$ cat src/rtl/membus_pkg.sv
// Shared types and constants for the two-master RAM arbiter.
package membus_pkg;

  // Arbiter FSM state encoding.
  typedef enum logic [1:0] {
    ST_IDLE   = 2'd0,
    ST_ACCESS = 2'd1,
    ST_DONE   = 2'd2
  } state_e;

  // Master ids; also used as the grant/last encodings.
  localparam logic M_CPU = 1'b0;
  localparam logic M_AUX = 1'b1;

endpackage

$ cat src/rtl/membus_arb_if.sv
// Bundle of both master handshakes plus the RAM-side port of the arbiter.
interface membus_arb_if #(
  parameter int unsigned AW = 8,
  parameter int unsigned DW = 32
);

  logic          m0_req;
  logic          m0_we;
  logic [AW-1:0] m0_addr;
  logic [DW-1:0] m0_wdata;
  logic          m0_ack;
  logic [DW-1:0] m0_rdata;

  logic          m1_req;
  logic          m1_we;
  logic [AW-1:0] m1_addr;
  logic [DW-1:0] m1_wdata;
  logic          m1_ack;
  logic [DW-1:0] m1_rdata;

  logic [AW-1:0] ram_addr;
  logic          ram_we;
  logic [DW-1:0] ram_wdata;
  logic [DW-1:0] ram_rdata;

  logic          busy;

  // Environment side: requesters and the RAM itself.
  modport master (
    output m0_req, m0_we, m0_addr, m0_wdata,
    input  m0_ack, m0_rdata,
    output m1_req, m1_we, m1_addr, m1_wdata,
    input  m1_ack, m1_rdata,
    input  ram_addr, ram_we, ram_wdata,
    output ram_rdata,
    input  busy
  );

  // Arbiter side.
  modport slave (
    input  m0_req, m0_we, m0_addr, m0_wdata,
    output m0_ack, m0_rdata,
    input  m1_req, m1_we, m1_addr, m1_wdata,
    output m1_ack, m1_rdata,
    output ram_addr, ram_we, ram_wdata,
    input  ram_rdata,
    output busy
  );

endinterface

$ cat src/rtl/membus_arb_rr_pick2.sv
// Combinational two-input round-robin picker.
module rr_pick2
  import membus_pkg::*;
(
  input  logic [1:0] req_i,
  input  logic       last_i,
  output logic       valid_o,
  output logic       id_o
);

  // On a tie the master that was not granted last wins; a lone requester always wins.
  always_comb begin
    valid_o = |req_i;
    if (req_i == 2'b11) begin
      id_o = ~last_i;
    end else begin
      id_o = req_i[1] ? M_AUX : M_CPU;
    end
  end

endmodule

$ cat src/rtl/membus_arb.sv
// Two-master round-robin arbiter in front of a single-port asynchronous-read RAM.
module membus_arb
  import membus_pkg::*;
#(
  parameter int unsigned AW = 8,
  parameter int unsigned DW = 32
) (
  input logic         clk,
  input logic         reset,
  membus_arb_if.slave bus
);

  state_e        state_q, state_d;
  logic          gnt_q, gnt_d;
  logic          last_q, last_d;
  logic [AW-1:0] ram_addr_q, ram_addr_d;
  logic          ram_we_q, ram_we_d;
  logic [DW-1:0] ram_wdata_q, ram_wdata_d;
  logic [DW-1:0] rdata_q, rdata_d;

  logic [1:0]    req_elig;
  logic          pick_valid;
  logic          pick_id;

  // The master being acked in DONE still holds req from the finished access; mask it.
  always_comb begin
    req_elig = {bus.m1_req, bus.m0_req};
    if (state_q == ST_DONE) begin
      req_elig[gnt_q] = 1'b0;
    end
  end

  rr_pick2 u_pick (
    .req_i   (req_elig),
    .last_i  (last_q),
    .valid_o (pick_valid),
    .id_o    (pick_id)
  );

  // Next-state logic: arbitrate in IDLE/DONE, capture read data at the end of ACCESS.
  always_comb begin
    state_d     = state_q;
    gnt_d       = gnt_q;
    last_d      = last_q;
    ram_addr_d  = ram_addr_q;
    ram_wdata_d = ram_wdata_q;
    ram_we_d    = 1'b0;
    rdata_d     = rdata_q;
    case (state_q)
      ST_IDLE, ST_DONE: begin
        if (pick_valid) begin
          state_d = ST_ACCESS;
          gnt_d   = pick_id;
          last_d  = pick_id;
          if (pick_id == M_AUX) begin
            ram_addr_d  = bus.m1_addr;
            ram_wdata_d = bus.m1_wdata;
            ram_we_d    = bus.m1_we;
          end else begin
            ram_addr_d  = bus.m0_addr;
            ram_wdata_d = bus.m0_wdata;
            ram_we_d    = bus.m0_we;
          end
        end else begin
          state_d = ST_IDLE;
        end
      end
      ST_ACCESS: begin
        rdata_d = bus.ram_rdata;
        state_d = ST_DONE;
      end
      default: state_d = ST_IDLE;
    endcase
  end

  // State and RAM-side registers; reset aborts any access in flight.
  always_ff @(posedge clk or posedge reset) begin
    if (reset) begin
      state_q     <= ST_IDLE;
      gnt_q       <= M_CPU;
      last_q      <= M_AUX;
      ram_addr_q  <= '0;
      ram_we_q    <= 1'b0;
      ram_wdata_q <= '0;
      rdata_q     <= '0;
    end else begin
      state_q     <= state_d;
      gnt_q       <= gnt_d;
      last_q      <= last_d;
      ram_addr_q  <= ram_addr_d;
      ram_we_q    <= ram_we_d;
      ram_wdata_q <= ram_wdata_d;
      rdata_q     <= rdata_d;
    end
  end

  // Outputs decoded from registered state.
  always_comb begin
    bus.m0_ack    = (state_q == ST_DONE) && (gnt_q == M_CPU);
    bus.m1_ack    = (state_q == ST_DONE) && (gnt_q == M_AUX);
    bus.m0_rdata  = rdata_q;
    bus.m1_rdata  = rdata_q;
    bus.ram_addr  = ram_addr_q;
    bus.ram_we    = ram_we_q;
    bus.ram_wdata = ram_wdata_q;
    bus.busy      = (state_q != ST_IDLE);
  end

endmodule

$ cat src/flat_wrapper.sv
// flat-port wrapper written by rule: the top's interface ports become plain ports
module membus_arb_flat import membus_pkg::*;
#(
  parameter int unsigned AW = 8,
  parameter int unsigned DW = 32
)
  (clk, reset, bus_m0_req, bus_m0_we, bus_m0_addr, bus_m0_wdata, bus_m0_ack, bus_m0_rdata, bus_m1_req, bus_m1_we, bus_m1_addr, bus_m1_wdata, bus_m1_ack, bus_m1_rdata, bus_ram_addr, bus_ram_we, bus_ram_wdata, bus_ram_rdata, bus_busy);
  membus_arb_if #(.AW(AW), .DW(DW)) bus_i ();
  input logic clk;
  input logic reset;
  input wire logic [$bits(bus_i.m0_req)-1:0] bus_m0_req;
  input wire logic [$bits(bus_i.m0_we)-1:0] bus_m0_we;
  input wire logic [$bits(bus_i.m0_addr)-1:0] bus_m0_addr;
  input wire logic [$bits(bus_i.m0_wdata)-1:0] bus_m0_wdata;
  output wire logic [$bits(bus_i.m0_ack)-1:0] bus_m0_ack;
  output wire logic [$bits(bus_i.m0_rdata)-1:0] bus_m0_rdata;
  input wire logic [$bits(bus_i.m1_req)-1:0] bus_m1_req;
  input wire logic [$bits(bus_i.m1_we)-1:0] bus_m1_we;
  input wire logic [$bits(bus_i.m1_addr)-1:0] bus_m1_addr;
  input wire logic [$bits(bus_i.m1_wdata)-1:0] bus_m1_wdata;
  output wire logic [$bits(bus_i.m1_ack)-1:0] bus_m1_ack;
  output wire logic [$bits(bus_i.m1_rdata)-1:0] bus_m1_rdata;
  output wire logic [$bits(bus_i.ram_addr)-1:0] bus_ram_addr;
  output wire logic [$bits(bus_i.ram_we)-1:0] bus_ram_we;
  output wire logic [$bits(bus_i.ram_wdata)-1:0] bus_ram_wdata;
  input wire logic [$bits(bus_i.ram_rdata)-1:0] bus_ram_rdata;
  output wire logic [$bits(bus_i.busy)-1:0] bus_busy;
  assign bus_i.m0_req = bus_m0_req;
  assign bus_i.m0_we = bus_m0_we;
  assign bus_i.m0_addr = bus_m0_addr;
  assign bus_i.m0_wdata = bus_m0_wdata;
  assign bus_m0_ack = bus_i.m0_ack;
  assign bus_m0_rdata = bus_i.m0_rdata;
  assign bus_i.m1_req = bus_m1_req;
  assign bus_i.m1_we = bus_m1_we;
  assign bus_i.m1_addr = bus_m1_addr;
  assign bus_i.m1_wdata = bus_m1_wdata;
  assign bus_m1_ack = bus_i.m1_ack;
  assign bus_m1_rdata = bus_i.m1_rdata;
  assign bus_ram_addr = bus_i.ram_addr;
  assign bus_ram_we = bus_i.ram_we;
  assign bus_ram_wdata = bus_i.ram_wdata;
  assign bus_i.ram_rdata = bus_ram_rdata;
  assign bus_busy = bus_i.busy;
  membus_arb #(.AW(AW), .DW(DW)) u_core (.clk(clk), .reset(reset), .bus(bus_i));
endmodule
$ cat config.mk
export PLATFORM = sky130hd
export DESIGN_NAME = membus_arb_flat
export DESIGN_NICKNAME = d
export VERILOG_FILES = /design/src/rtl/membus_pkg.sv /design/src/rtl/membus_arb_if.sv /design/src/rtl/membus_arb_rr_pick2.sv /design/src/rtl/membus_arb.sv /design/src/flat_wrapper.sv
export SDC_FILE = /design/constraint.sdc
export NUM_CORES = 1
export LEC_CHECK = 0
export ABC_CLOCK_PERIOD_IN_PS = 3100
export BUFFER_PORTS_ARGS = -buffer_cell sky130_fd_sc_hd__buf_2
export CORE_ASPECT_RATIO = 2
export CORE_MARGIN = 10
export CORE_UTILIZATION = 44
export DETAILED_ROUTE_END_ITERATION = 8
export GPL_TIMING_DRIVEN = 0
export PLACE_DENSITY = 0.8
export SLEW_MARGIN = 25
export SYNTH_ARGS = -nofsm -noshare
export SYNTH_HDL_FRONTEND = slang
export SYNTH_HIERARCHICAL = 1
export SYNTH_SLANG_ARGS = --single-unit
$ cat constraint.sdc
create_clock -name clk -period 3.1 [get_ports clk]
set_clock_uncertainty 0.2 [all_clocks]
set_input_delay 0.465 -clock clk [delete_from_list [all_inputs] [get_ports clk]]
set_output_delay 0.465 -clock clk [all_outputs]
set_load 0.005 [all_outputs]
; Yosys cells after proc, flatten, opt, wreduce, memory -nomap -nowiden
; Index checks and enable logic that the tools add are counted.
[classes]
n_eq_ne = 3
bitwise_logic = 4
reduce_logical = 8
n_mux = 12
order_cmp = 2
[op_table]
columns = operator, n
row1 = $mux 32, 1
row2 = $mux 8, 1
row3 = $mux 1, 7
row4 = $eq 2x2->1 const B, 2
row5 = $pmux 2 s2, 1
row6 = $reduce_or 2->1, 2
row7 = $logic_and 1x1->1, 3
row8 = $and 2x2->2, 1
row9 = $eq 2x1->1 const B, 1
row10 = $logic_not 2->1, 1
row11 = $lt 1x2->1 const B, 1
row12 = $mux 2, 1
row13 = $not 1->1, 2
row14 = $not 2->2, 1
row15 = $reduce_and 2->1, 1
row16 = $reduce_bool 2->1, 1
row17 = $demux 1 s1, 1
row18 = $ge 1x1->1 const B, 1
[totals]
register_bits = 77
in_bits = 118
out_inout_bits = 108
elab_cells = 36

; Longest topological paths before layout
; Gate-level depths: netlist of run 1.
[depth]
ltp_word = 12
depth_mapped = 7
mapped_depth_nobuf = 5

; Modules after synthesis
; Netlist of run 1, hierarchy kept.
[by_module_without_submodules]
columns = mod, seq_area_each_um2, area_each_um2, n_inst, cells_per_inst
row1 = membus_arb, 1928.1, 3948.8, 1, 248
row2 = rr_pick2, 0.0, 13.8, 1, 2

; Least setup slack after synthesis of run 1
; No wires, ideal clock.
[synth_timing]
kind = reg-to-reg
from = register u_core.state_q[0]
to = register u_core.ram_wdata_q[0] (netlist: u_core/bus.ram_wdata[0])
slack_ns = 1.000
arrival_time_ns = 1.775
period_less_slack_ns = 2.100
path_stages_with_launch = 8
setup_ns = 0.125
n_path_buf = 2
required_time_ns = 2.775
path_cell_list = dfrtp_1 nor3b_1 nor2b_1 a21boi_1 buf_6 buf_6 mux2_4 mux2_4
[synth_via]
elab_chain_cells = 5
word_cells_on_any_way = 10
classes_between = eq/ne: 2 / mux: 4 / reduce/logical: 4
[synth_rtl]
columns = item, line_no
row1 = "start, declared", membus_arb.sv:13  ; state_e state_q, state_d;
row2 = "start signal, assigned", membus_arb.sv:87  ; state_q <= state_d;
row3 = $eq 2x2->1, membus_arb.sv:28  ; if (state_q == ST_DONE) begin
row4 = $mux 2, membus_arb.sv:28
row5 = net u_core.req_elig[0], membus_arb.sv:21  ; logic [1:0] req_elig;
row6 = $eq 2x2->1, membus_arb_rr_pick2.sv:14  ; if (req_i == 2'b11) begin
row7 = $mux 1, membus_arb_rr_pick2.sv:14
row8 = net u_core.pick_id, membus_arb.sv:23  ; logic pick_id;
row9 = $mux 32, membus_arb.sv:55  ; if (pick_id == M_AUX) begin
row10 = "end signal, assigned", membus_arb.sv:92  ; ram_wdata_q <= ram_wdata_d;
row11 = "end, declared", membus_arb.sv:18  ; logic [DW-1:0] ram_wdata_q, ram_wdata_d;
; The timed path passes the listed nets, and every way through them passes these cells.
; A chain may end at the register's enable or synchronous reset.

; Final worst setup path of run 1
[layout_timing]
from = register u_core.state_q[0]
to = register u_core.ram_wdata_q[1] (netlist: u_core/bus.ram_wdata[1])
; Same word-level chain as after synthesis.

==> flow_metrics.py, run 1 <==
metrics = {
    "grt": {
        "grt_usage": 0.165,
        "antenna_found_initial": 1,
        "grt_max_degree": 50,
        "grt_overflow_total": 0,
        "grt_pass1_vias": 3365,
        "grt_pass1_wl_um": 17600,
    },
    "routing": {
        "dr_total_vias": 2846,
        "drtIter0Drc": 58,
        "vias_per_cell": 4.78,
        "wl_um": 11400,
        "ant_nets": 0,
        "drt_pass1_iterations": 4,
        "drt-wirelength-per-cell_um": 19.1,
        "drc": 0,
    },
    "final_layout": {
        "layout_common_cells": "buf_2 (226), dfrtp_1 (76), mux2_4 (74)",
        "drive_above_1_share": 0.817,
        "n_fill_cell": 690,
        "final_cells": 595,
        "fin_area_mm2": 0.00557,
        "syn_to_final_growth_pct": 40.6,
        "nets": 606,
        "num_antenna_cells": 0,
        "mostFrequentLayoutCell": "buf_2",
    },
    "flow_run": {
        "maxCapViolCount": 0,
    },
    "yosys": {
        "syn_area_mm2": 0.00396,
        "yosys_warnings": 6,
        "synth.avg_cell_area_um2": 15.9,
        "mappedNetlistNets": 368,
        "ys_seq_area_frac": 0.487,
        "synth_seq_cells": 77,
        "syn_inst": 250,
        "ys_types": 17,
    },
    "clocking": {
        "clock-sinks": 77,
        "clockBufferDepth": 2,
        "clk_latency_ps": 320,
        "cts-root-buf": "clkbuf_16",
        "cts_buffers": 9,
        "htreeDepth": 3,
        "post_cts_resized": 0,
        "clkSlewWorstSetupHoldPaths_ps": 60,
        "cts_tree": "yes",
    },
    "sta": {
        "finalCritPeriodShare": 0.732,
        "max_freq_mhz": 441,
        "slew_headroom": 0.741,
        "setup_viol": 0,
        "period_needed_ps": 2270,
        "setup_slack_ps": 831,
        "rsz0062_at_grt": "no",
        "tightest_slew_ps": 389,
        "slew_violations": 0,
        "hold_violations": 0,
    },
    "worst_setup_path": {
        "ff2ff_setup_slack_ps": 830,
        "crit_fanout": 10,
        "startpoint_type": "register",
        "cp_data_required_time_ps": 3110,
        "setup.worst_path.end_class": "register",
        "criticalPathCategory": "register to register",
        "critPathArrivalTime_ps": 2270,
    },
    "floorplanning": {
        "fp-row-count": 49,
        "die_w_um": 87.1,
        "floorplan.initialDensity": 0.446,
        "die_y_um": 154,
        "die_area_mm2": 0.0134,
        "ios": 226,
        "core-area_mm2": 0.00889,
    },
    "power": {
        "power.leakage_nw": 2.98,
        "ir_drop_mv": 0.478,
        "power.total_w": 0.00567,
        "pwr_density_cell_mw_per_mm2": 1020,
    },
    "placement": {
        "dpl_cell_area_mm2": 0.00525,
        "placedCellCount": 578,
        "dp_hpwl_um": 9240,
        "place.gp.congestion": 0.837,
        "port_buffers": 225,
        "pre_cts_slack_ps": 865,
    },
    "hold_path": {
        "hold_class": "input port to register",
    },
    "outcome": {
        "status": "finished, final reports clean",
    },
}
-- cell usage after synthesis, drive strengths merged --
cell type | n | area (um2)
nor3b | 1 | 7.51
dfrtp | 76 | 1900
mux2i | 1 | 10.0
or2 | 2 | 12.5
and3b | 1 | 8.76
buf | 46 | 388
nand2b | 1 | 6.26
a21boi | 1 | 7.51
dfstp | 1 | 26.3
mux2 | 114 | 1560
nor2b | 4 | 25.0
inv | 2 | 7.51
-- cell families (layout without fill, tap and decap cells) --
| family | count (synthesis) | count (layout) | share of synthesized area |
|---|---|---|---|
| flops | 77 | 77 | 0.487 |
| simple gates | 9 | 9 | 0.0152 |
| mux | 115 | 115 | 0.397 |
| buf+inv | 48 | 291 | 0.0998 |
| compound gates | 1 | 1 | 0.00190 |
-- where the power goes --
part	internal, W	switching (W)	leakage [nW]
sequential	0.00152	0.000320	0.900
clock	0.000708	0.000402	0.146
combinational	0.00172	0.000998	1.93
-- state kept, by name, summed over array words and instances, names as in the netlist --
signal	cells
u_core/bus.m0_rdata	32
u_core/bus.ram_wdata	32
u_core/bus.ram_we	1
u_core/state_q	2
u_core/gnt_q	1
u_core/last_q	1
u_core/bus.ram_addr	8
-- through the flow --
| stage | util | hold WS [ps] | setup TNS [ps] |
|---|---|---|---|
| 2_1_floorplan | - | 297 | 0 |
| 3_3_place_gp | 0.587 | 288 | -31740 |
| 3_5_place_dp | 0.590 | 284 | 0 |
| 4_1_cts | 0.627 | 155 | 0 |
| 5_1_grt | 0.627 | 160 | 0 |
| 6_report | 0.627 | 167 | 0 |
-- path summary, 6_finish.rpt --
kind,endpoint,from,cells after the start
worst max-delay path,u_core/bus.ram_wdata[1]$_DFFE_PP0P_,u_core/state_q[0]$_DFF_PP0_,7
worst min-delay path,u_core/bus.m0_rdata[1]$_DFFE_PP0N_,bus_ram_rdata[1],2
worst max register to register,u_core/bus.ram_wdata[1]$_DFFE_PP0P_,u_core/state_q[0]$_DFF_PP0_,7
worst min register to register,u_core/bus.ram_addr[5]$_DFFE_PP0P_,u_core/bus.ram_addr[5]$_DFFE_PP0P_,1
max in group asynchronous,u_core/last_q$_DFFE_PP1P_,reset,4
min in group asynchronous,u_core/bus.ram_wdata[22]$_DFFE_PP0P_,reset,3
-- routing by layer --
layer / vias to the layer above / global-route usage / share of wire
met5: - / 0 / 0
met4: 0 / 0.114 / 0.054
met3: 41 / 0.0510 / 0.081
met2: 150 / 0.289 / 0.54
met1: 1341 / 0.155 / 0.33
li1: 1314 / - / -
-- repair_timing --
item                      in CTS  in global routing
hold endpoints to repair      28                  0
hold buffers                   1                  0
buffers inserted               0                  0
-- worst max-delay path: stages, from the launching register on --
cell	delay (ps)
dfrtp_1	420
nor3b_1	310
nor2b_1	100
a21boi_1	180
buf_6	180
buf_6	190
mux2_4	320
mux2_4	250
-- area by class of cell --
type	instances	area, um2	area share
plain buffers	46	388	0.0696
clock buffers	11	233	0.0418
clock inverters	5	83.8	0.0150
inverters	2	10.0	0.00180
multi-input cells	125	1640	0.294
flip-flops and latches	77	1930	0.346
well taps	102	128	0.0229
repair buffers	227	1160	0.209
No activity file was read; power rests on OpenSTA's default activity.
==> run 2: changes to the inputs <==
--- a/config.mk
+++ b/config.mk
@@ -5,14 +5,14 @@
 export SDC_FILE = /design/constraint.sdc
 export NUM_CORES = 1
 export LEC_CHECK = 0
-export ABC_CLOCK_PERIOD_IN_PS = 3100
+export ABC_CLOCK_PERIOD_IN_PS = 2000
 export BUFFER_PORTS_ARGS = -buffer_cell sky130_fd_sc_hd__buf_2
 export CORE_ASPECT_RATIO = 2
 export CORE_MARGIN = 10
-export CORE_UTILIZATION = 44
+export CORE_UTILIZATION = 40
 export DETAILED_ROUTE_END_ITERATION = 8
 export GPL_TIMING_DRIVEN = 0
-export PLACE_DENSITY = 0.8
+export PLACE_DENSITY = 0.77
 export SLEW_MARGIN = 25
 export SYNTH_ARGS = -nofsm -noshare
 export SYNTH_HDL_FRONTEND = slang
==> constraint.sdc (replaced) <==
create_clock -name clk -period 2 [get_ports clk]
set_clock_uncertainty 0.2 [all_clocks]
set_input_delay 0.3 -clock clk [delete_from_list [all_inputs] [get_ports clk]]
set_output_delay 0.3 -clock clk [all_outputs]
set_load 0.005 [all_outputs]
==> run 2 against run 1 <==
Against the previous run: total power increased by 58%; fmax is 3.7% higher; hold slack got worse by 160 ps; design area grew 5.4%; routed wire length increased by 4.8%; global-route usage fell by 0.084 points; sequential cell count stayed put; the flow now finishes with violations (setup timing).
==> flow_metrics.py, run 2 (synthesized netlist as in run 1, its figures left out) <==
metrics = {
    "outcome": {
        "status": "finished, violations left",
        "violations": "setup timing",
    },
    "routing": {
        "wl_um": 11900,
        "drt-wirelength-per-cell_um": 18.4,
        "drc": 0,
        "route.met3.wl_um": 744,
        "wl_met2_um": 6950,
        "ant_nets": 0,
        "drtIter0Drc": 75,
        "dr_total_vias": 2903,
        "maxUsedRoutingLayer": "met4",
        "drt_pass1_iterations": 6,
        "vias_per_cell": 4.48,
        "met1Wirelength_um": 3930,
    },
    "sta": {
        "rsz0062_at_grt": "yes",
        "tightest_slew_ps": 381,
        "hold_violations": 0,
        "setup_viol": 40,
        "slew_violations": 0,
        "max_freq_mhz": 457,
        "setup_tns_ps": -6640,
        "slew_headroom": 0.746,
        "finalCritPeriodShare": 1.09,
        "period_needed_ps": 2190,
        "setup_slack_ps": -189,
    },
    "worst_setup_path": {
        "criticalPathCategory": "register to register",
        "setup.worst_path.end_class": "register",
        "cp_top_family": "multiplexers",
        "critPathArrivalTime_ps": 2190,
        "cpMaxStageDelayCell": "dfrtp_1",
        "cp_data_required_time_ps": 2000,
        "r2r_cells": 7,
        "worstSetupStartpoint": "u_core/state_q[0]$_DFF_PP0_",
        "ff2ff_setup_slack_ps": -190,
        "path_cells": "and3b_1, nor2b_2, a21boi_2, buf_6, buf_12, mux2_4, mux2_4",
        "cp_common_cell": "mux2_4",
        "reg2reg_from": "u_core/state_q[0]$_DFF_PP0_",
        "startpoint_type": "register",
        "reg2reg_to": "u_core/bus.ram_wdata[21]$_DFFE_PP0P_",
        "cp.depth": 7,
        "crit_fanout": 10,
        "endpoint": "u_core/bus.ram_wdata[21]$_DFFE_PP0P_",
        "max_stage_delay_ps": 410,
        "path_buf_inv": 2,
    },
    "power": {
        "clkPwrFrac": 0.196,
        "pwr-share-comb": 0.483,
        "switching_share": 0.302,
        "pwr_density_cell_mw_per_mm2": 1520,
        "ir_drop_mv": 0.719,
        "seq_power_share": 0.321,
        "power.leakage_nw": 3.09,
        "p_sw_w": 0.00270,
        "power.total_w": 0.00895,
        "power.internal_w": 0.00625,
    },
    "clocking": {
        "clock-sinks": 77,
        "cts_tree": "yes",
        "cts_buffers": 9,
        "htreeDepth": 3,
        "clockBufferDepth": 2,
        "cts-root-buf": "clkbuf_16",
        "clkSlewWorstSetupHoldPaths_ps": 60,
        "clk_latency_ps": 320,
    },
    "placement": {
        "place.gp.congestion": 0.827,
        "port_buffers": 225,
        "dp_hpwl_um": 9700,
        "pre_cts_slack_ps": -212,
        "dpl_cell_area_mm2": 0.00531,
    },
    "final_layout": {
        "layout_common_cells": "buf_2 (226), dfrtp_1 (76), mux2_4 (75)",
        "drive_above_1_share": 0.800,
        "nets": 628,
        "mostFrequentLayoutCell": "buf_2",
        "syn_to_final_growth_pct": 48.2,
        "fin_area_mm2": 0.00587,
        "final_core_util": 0.606,
    },
    "grt": {
        "grt_pass1_wl_um": 19000,
        "grt_usage": 0.164,
        "grt_max_degree": 34,
        "grt_overflow_total": 0,
        "grt_pass1_vias": 3467,
        "antenna_found_initial": 1,
    },
    "floorplanning": {
        "die_w_um": 90.4,
        "floorplan.initialDensity": 0.409,
        "die_y_um": 161,
        "ios": 226,
        "core-area_mm2": 0.00970,
        "die_area_mm2": 0.0145,
        "fp-row-count": 51,
    },
    "hold_path": {
        "hold_class": "input port to register",
        "worstHoldPathCells": 2,
    },
    "flow_run": {
        "maxCapViolCount": 0,
    },
}
==> run 2: cell count changes in the layout (fill, tap and decap cells not counted), moves of 2 or more <==
cell           change
buf_6              -2
buf_4              +4
buf_12             +5
dlygate4sd3_1     +17
==> run 2: timing repair <==
item,in CTS,in global routing
endpoints found under the setup margin,42,43
cloned,0,0
hold buffers,17,1
setup buffers,4,0
resized for setup,6,1
hold endpoints to repair,29,1
==> run 2: per-layer routing <==
layer / up-vias / global-route usage
li1: 1358 / -
met5: - / 0
met3: 20 / 0.0518
met4: 0 / 0.0626
met2: 118 / 0.316
met1: 1407 / 0.155
==> run 2: per-stage QoR <==
step                cells  hold WS, ps
floorplan             250          250
global placement      607          289
detailed placement    609          118
CTS                   646        0.385
global route          648         2.33
finish                648         12.3
==> run 2: power by group through the flow <==
stage	Clock (W)	Sequential, W	Combinational, W
after global placement	0	0.00285	0.00419
after detailed placement	0	0.00290	0.00430
final	0.00176	0.00287	0.00432
after global routing	0.00188	0.00301	0.00467
after floorplan	0	0.00290	0.00252
after CTS	0.00181	0.00288	0.00442
==> run 2: worst min path at each step <==
stage                                  startpoint                                   end  slack, ps
2_1_floorplan                    bus_ram_rdata[0]    u_core/bus.m0_rdata[0]$_DFFE_PP0N_        250
6_report                         bus_ram_rdata[0]    u_core/bus.m0_rdata[0]$_DFFE_PP0N_         10
4_1_cts                         bus_ram_rdata[10]   u_core/bus.m0_rdata[10]$_DFFE_PP0N_        0.4
3_5_place_dp                                reset  u_core/bus.ram_wdata[16]$_DFFE_PP0P_        120
3_3_place_gp   u_core/bus.ram_addr[6]$_DFFE_PP0P_    u_core/bus.ram_addr[6]$_DFFE_PP0P_        290
5_1_grt                          bus_ram_rdata[3]    u_core/bus.m0_rdata[3]$_DFFE_PP0N_          2
==> run 2: layout make-up <==
cell class | instances | area, um2
multi-input cells | 125 | 1650
inverters | 2 | 11.3
clock buffers | 11 | 243
well taps | 132 | 165
flip-flops and latches | 77 | 1930
plain buffers | 46 | 410
repair buffers | 249 | 1380
clock inverters | 5 | 83.8
diodes | 1 | 2.50
fillers | 792 | 3820
==> run 3: changes to the inputs <==
--- a/config.mk
+++ b/config.mk
@@ -13,6 +13,7 @@
 export DETAILED_ROUTE_END_ITERATION = 8
 export GPL_TIMING_DRIVEN = 0
 export PLACE_DENSITY = 0.77
+export REMOVE_ABC_BUFFERS = 1
 export SLEW_MARGIN = 25
 export SYNTH_ARGS = -nofsm -noshare
 export SYNTH_HDL_FRONTEND = slang
==> run 3 against run 2 <==
Against the previous run: the run still ends with setup timing left; combinational power fell by 5.3%; global-route usage fell by 1.1 points; worst setup slack got worse by 23 ps; via count fell by 3.2%; critical path type unchanged; largest power group unchanged.
==> flow_metrics.py, run 3 (synthesized netlist as in run 1, its figures left out) <==
metrics = {
    "outcome": {
        "status": "finished, violations left",
        "violations": "setup timing",
    },
    "worst_setup_path": {
        "startpoint_type": "register",
        "cp_data_required_time_ps": 2010,
        "worstSetupStartpoint": "u_core/state_q[1]$_DFF_PP0_",
        "crit_fanout": 6,
        "criticalPathCategory": "register to register",
        "cp.depth": 7,
        "setup.worst_path.end_class": "register",
        "cp_top_family": "multiplexers",
        "path_buf_inv": 2,
        "cpMaxStageDelayCell": "dfrtp_1",
        "reg2reg_from": "u_core/state_q[1]$_DFF_PP0_",
        "max_stage_delay_ps": 400,
        "critPathArrivalTime_ps": 2230,
        "path_cells": "and3b_2, nor2b_2, a21boi_4, clkbuf_16, clkbuf_16, mux2_4, mux2_4",
        "r2r_cells": 7,
    },
    "clocking": {
        "clkSlewWorstSetupHoldPaths_ps": 60,
        "htreeDepth": 3,
        "clock-sinks": 77,
        "clockBufferDepth": 2,
        "cts_tree": "yes",
        "cts_buffers": 9,
        "cts-root-buf": "clkbuf_16",
        "clk_latency_ps": 320,
    },
    "final_layout": {
        "syn_to_final_growth_pct": 47.6,
        "layout_common_cells": "buf_2 (225), mux2_4 (76), dfrtp_1 (75)",
        "drive_above_1_share": 0.785,
        "num_antenna_cells": 0,
        "nets": 601,
        "mostFrequentLayoutCell": "buf_2",
    },
    "sta": {
        "setup_slack_ps": -213,
        "finalCritPeriodShare": 1.11,
        "setup_viol": 41,
        "tightest_slew_ps": 782,
        "rsz0062_at_grt": "yes",
        "whs_ps": 15.6,
        "period_needed_ps": 2210,
        "hold_violations": 0,
        "slew_headroom": 0.479,
        "slew_violations": 0,
        "setup_tns_ps": -6530,
        "max_freq_mhz": 452,
    },
    "hold_path": {
        "worstHoldStart": "bus_ram_rdata[17]",
        "hold_class": "input port to register",
        "worstHoldPathCells": 2,
    },
    "routing": {
        "ant_nets": 0,
        "vias_per_cell": 4.53,
        "drc": 0,
        "drt-wirelength-per-cell_um": 18.3,
        "drtIter0Drc": 56,
        "dr_total_vias": 2810,
        "wl_um": 11400,
        "drt_pass1_iterations": 4,
    },
    "floorplanning": {
        "ios": 226,
        "die_w_um": 90.4,
        "die_area_mm2": 0.0145,
        "core-area_mm2": 0.00970,
        "die_y_um": 161,
        "fp-row-count": 51,
        "floorplan.initialDensity": 0.409,
    },
    "grt": {
        "antenna_found_initial": 0,
        "grt_overflow_total": 0,
        "grt_max_degree": 46,
        "grt_usage": 0.153,
        "grt_pass1_wl_um": 17900,
        "grt_pass1_vias": 3350,
    },
    "placement": {
        "dp_hpwl_um": 8570,
        "port_buffers": 225,
        "place.gp.congestion": 0.792,
    },
    "power": {
        "ir_drop_mv": 0.815,
        "pwr_density_cell_mw_per_mm2": 1500,
        "power.leakage_nw": 3.04,
    },
    "flow_run": {
        "maxCapViolCount": 0,
    },
}
==> run 3: final cells by class <==
class / instances / area [um2]
clock buffers: 12 / 246
clock inverters: 4 / 95.1
fillers: 791 / 3850
inverters: 2 / 10.0
multi-input cells: 125 / 1680
flip-flops and latches: 77 / 1930
well taps: 132 / 165
repair buffers: 268 / 1720
==> run 3: what timing repair did <==
action / CTS / global route
endpoints found under the hold margin: 55 / 0
pin swaps: 0 / 1
hold buffers: 24 / 0
buffers inserted: 9 / 1
gates resized for setup: 11 / 10
endpoints found under the setup margin: 43 / 43
cloned: 1 / 3
==> run 3: final timing paths <==
| check | endpoint | slack [ps] |
|---|---|---|
| max | u_core/bus.ram_wdata[24]$_DFFE_PP0P_ | -210 |
| min | u_core/bus.m0_rdata[17]$_DFFE_PP0N_ | 20 |
| max reg2reg | u_core/bus.ram_wdata[24]$_DFFE_PP0P_ | -210 |
| min reg2reg | u_core/bus.ram_addr[4]$_DFFE_PP0P_ | 300 |
| max in group asynchronous | u_core/last_q$_DFFE_PP1P_ | 610 |
| min in group asynchronous | u_core/bus.m0_rdata[6]$_DFFE_PP0N_ | 360 |
==> run 3: report_power, final <==
group	internal (W)	switching, W
Clock	0.00125	0.000590
Combinational	0.00255	0.00153
Sequential	0.00236	0.000484
==> run 3: per-stage QoR <==
step                worst slack (ps)  cells  instance area (um2)   util  total power [W]
detailed placement              -708    566                 5020  0.518          0.00665
global placement               -3470    561                 4870  0.502          0.00646
floorplan                      -2850    204                 3570      -          0.00495
CTS                             -225    616                 5740  0.591          0.00877
finish                          -213    620                 5850  0.603          0.00878
global route                    -284    620                 5850  0.603          0.00934
==> run 3: routing by layer <==
layer | vias up | wire (um) | global-route usage
li1 | 1302 | - | -
met1 | 1364 | 3750 | 0.145
met2 | 122 | 6540 | 0.288
met3 | 22 | 732 | 0.0467
met4 | 0 | 335 | 0.0757
met5 | - | 0 | 0
==> run 3: worst register-to-register path: stages, from the launching register on <==
cell       delay, ps
dfrtp_1          400
and3b_2          240
nor2b_2          130
a21boi_4         220
clkbuf_16        200
clkbuf_16        160
mux2_4           300
mux2_4           260
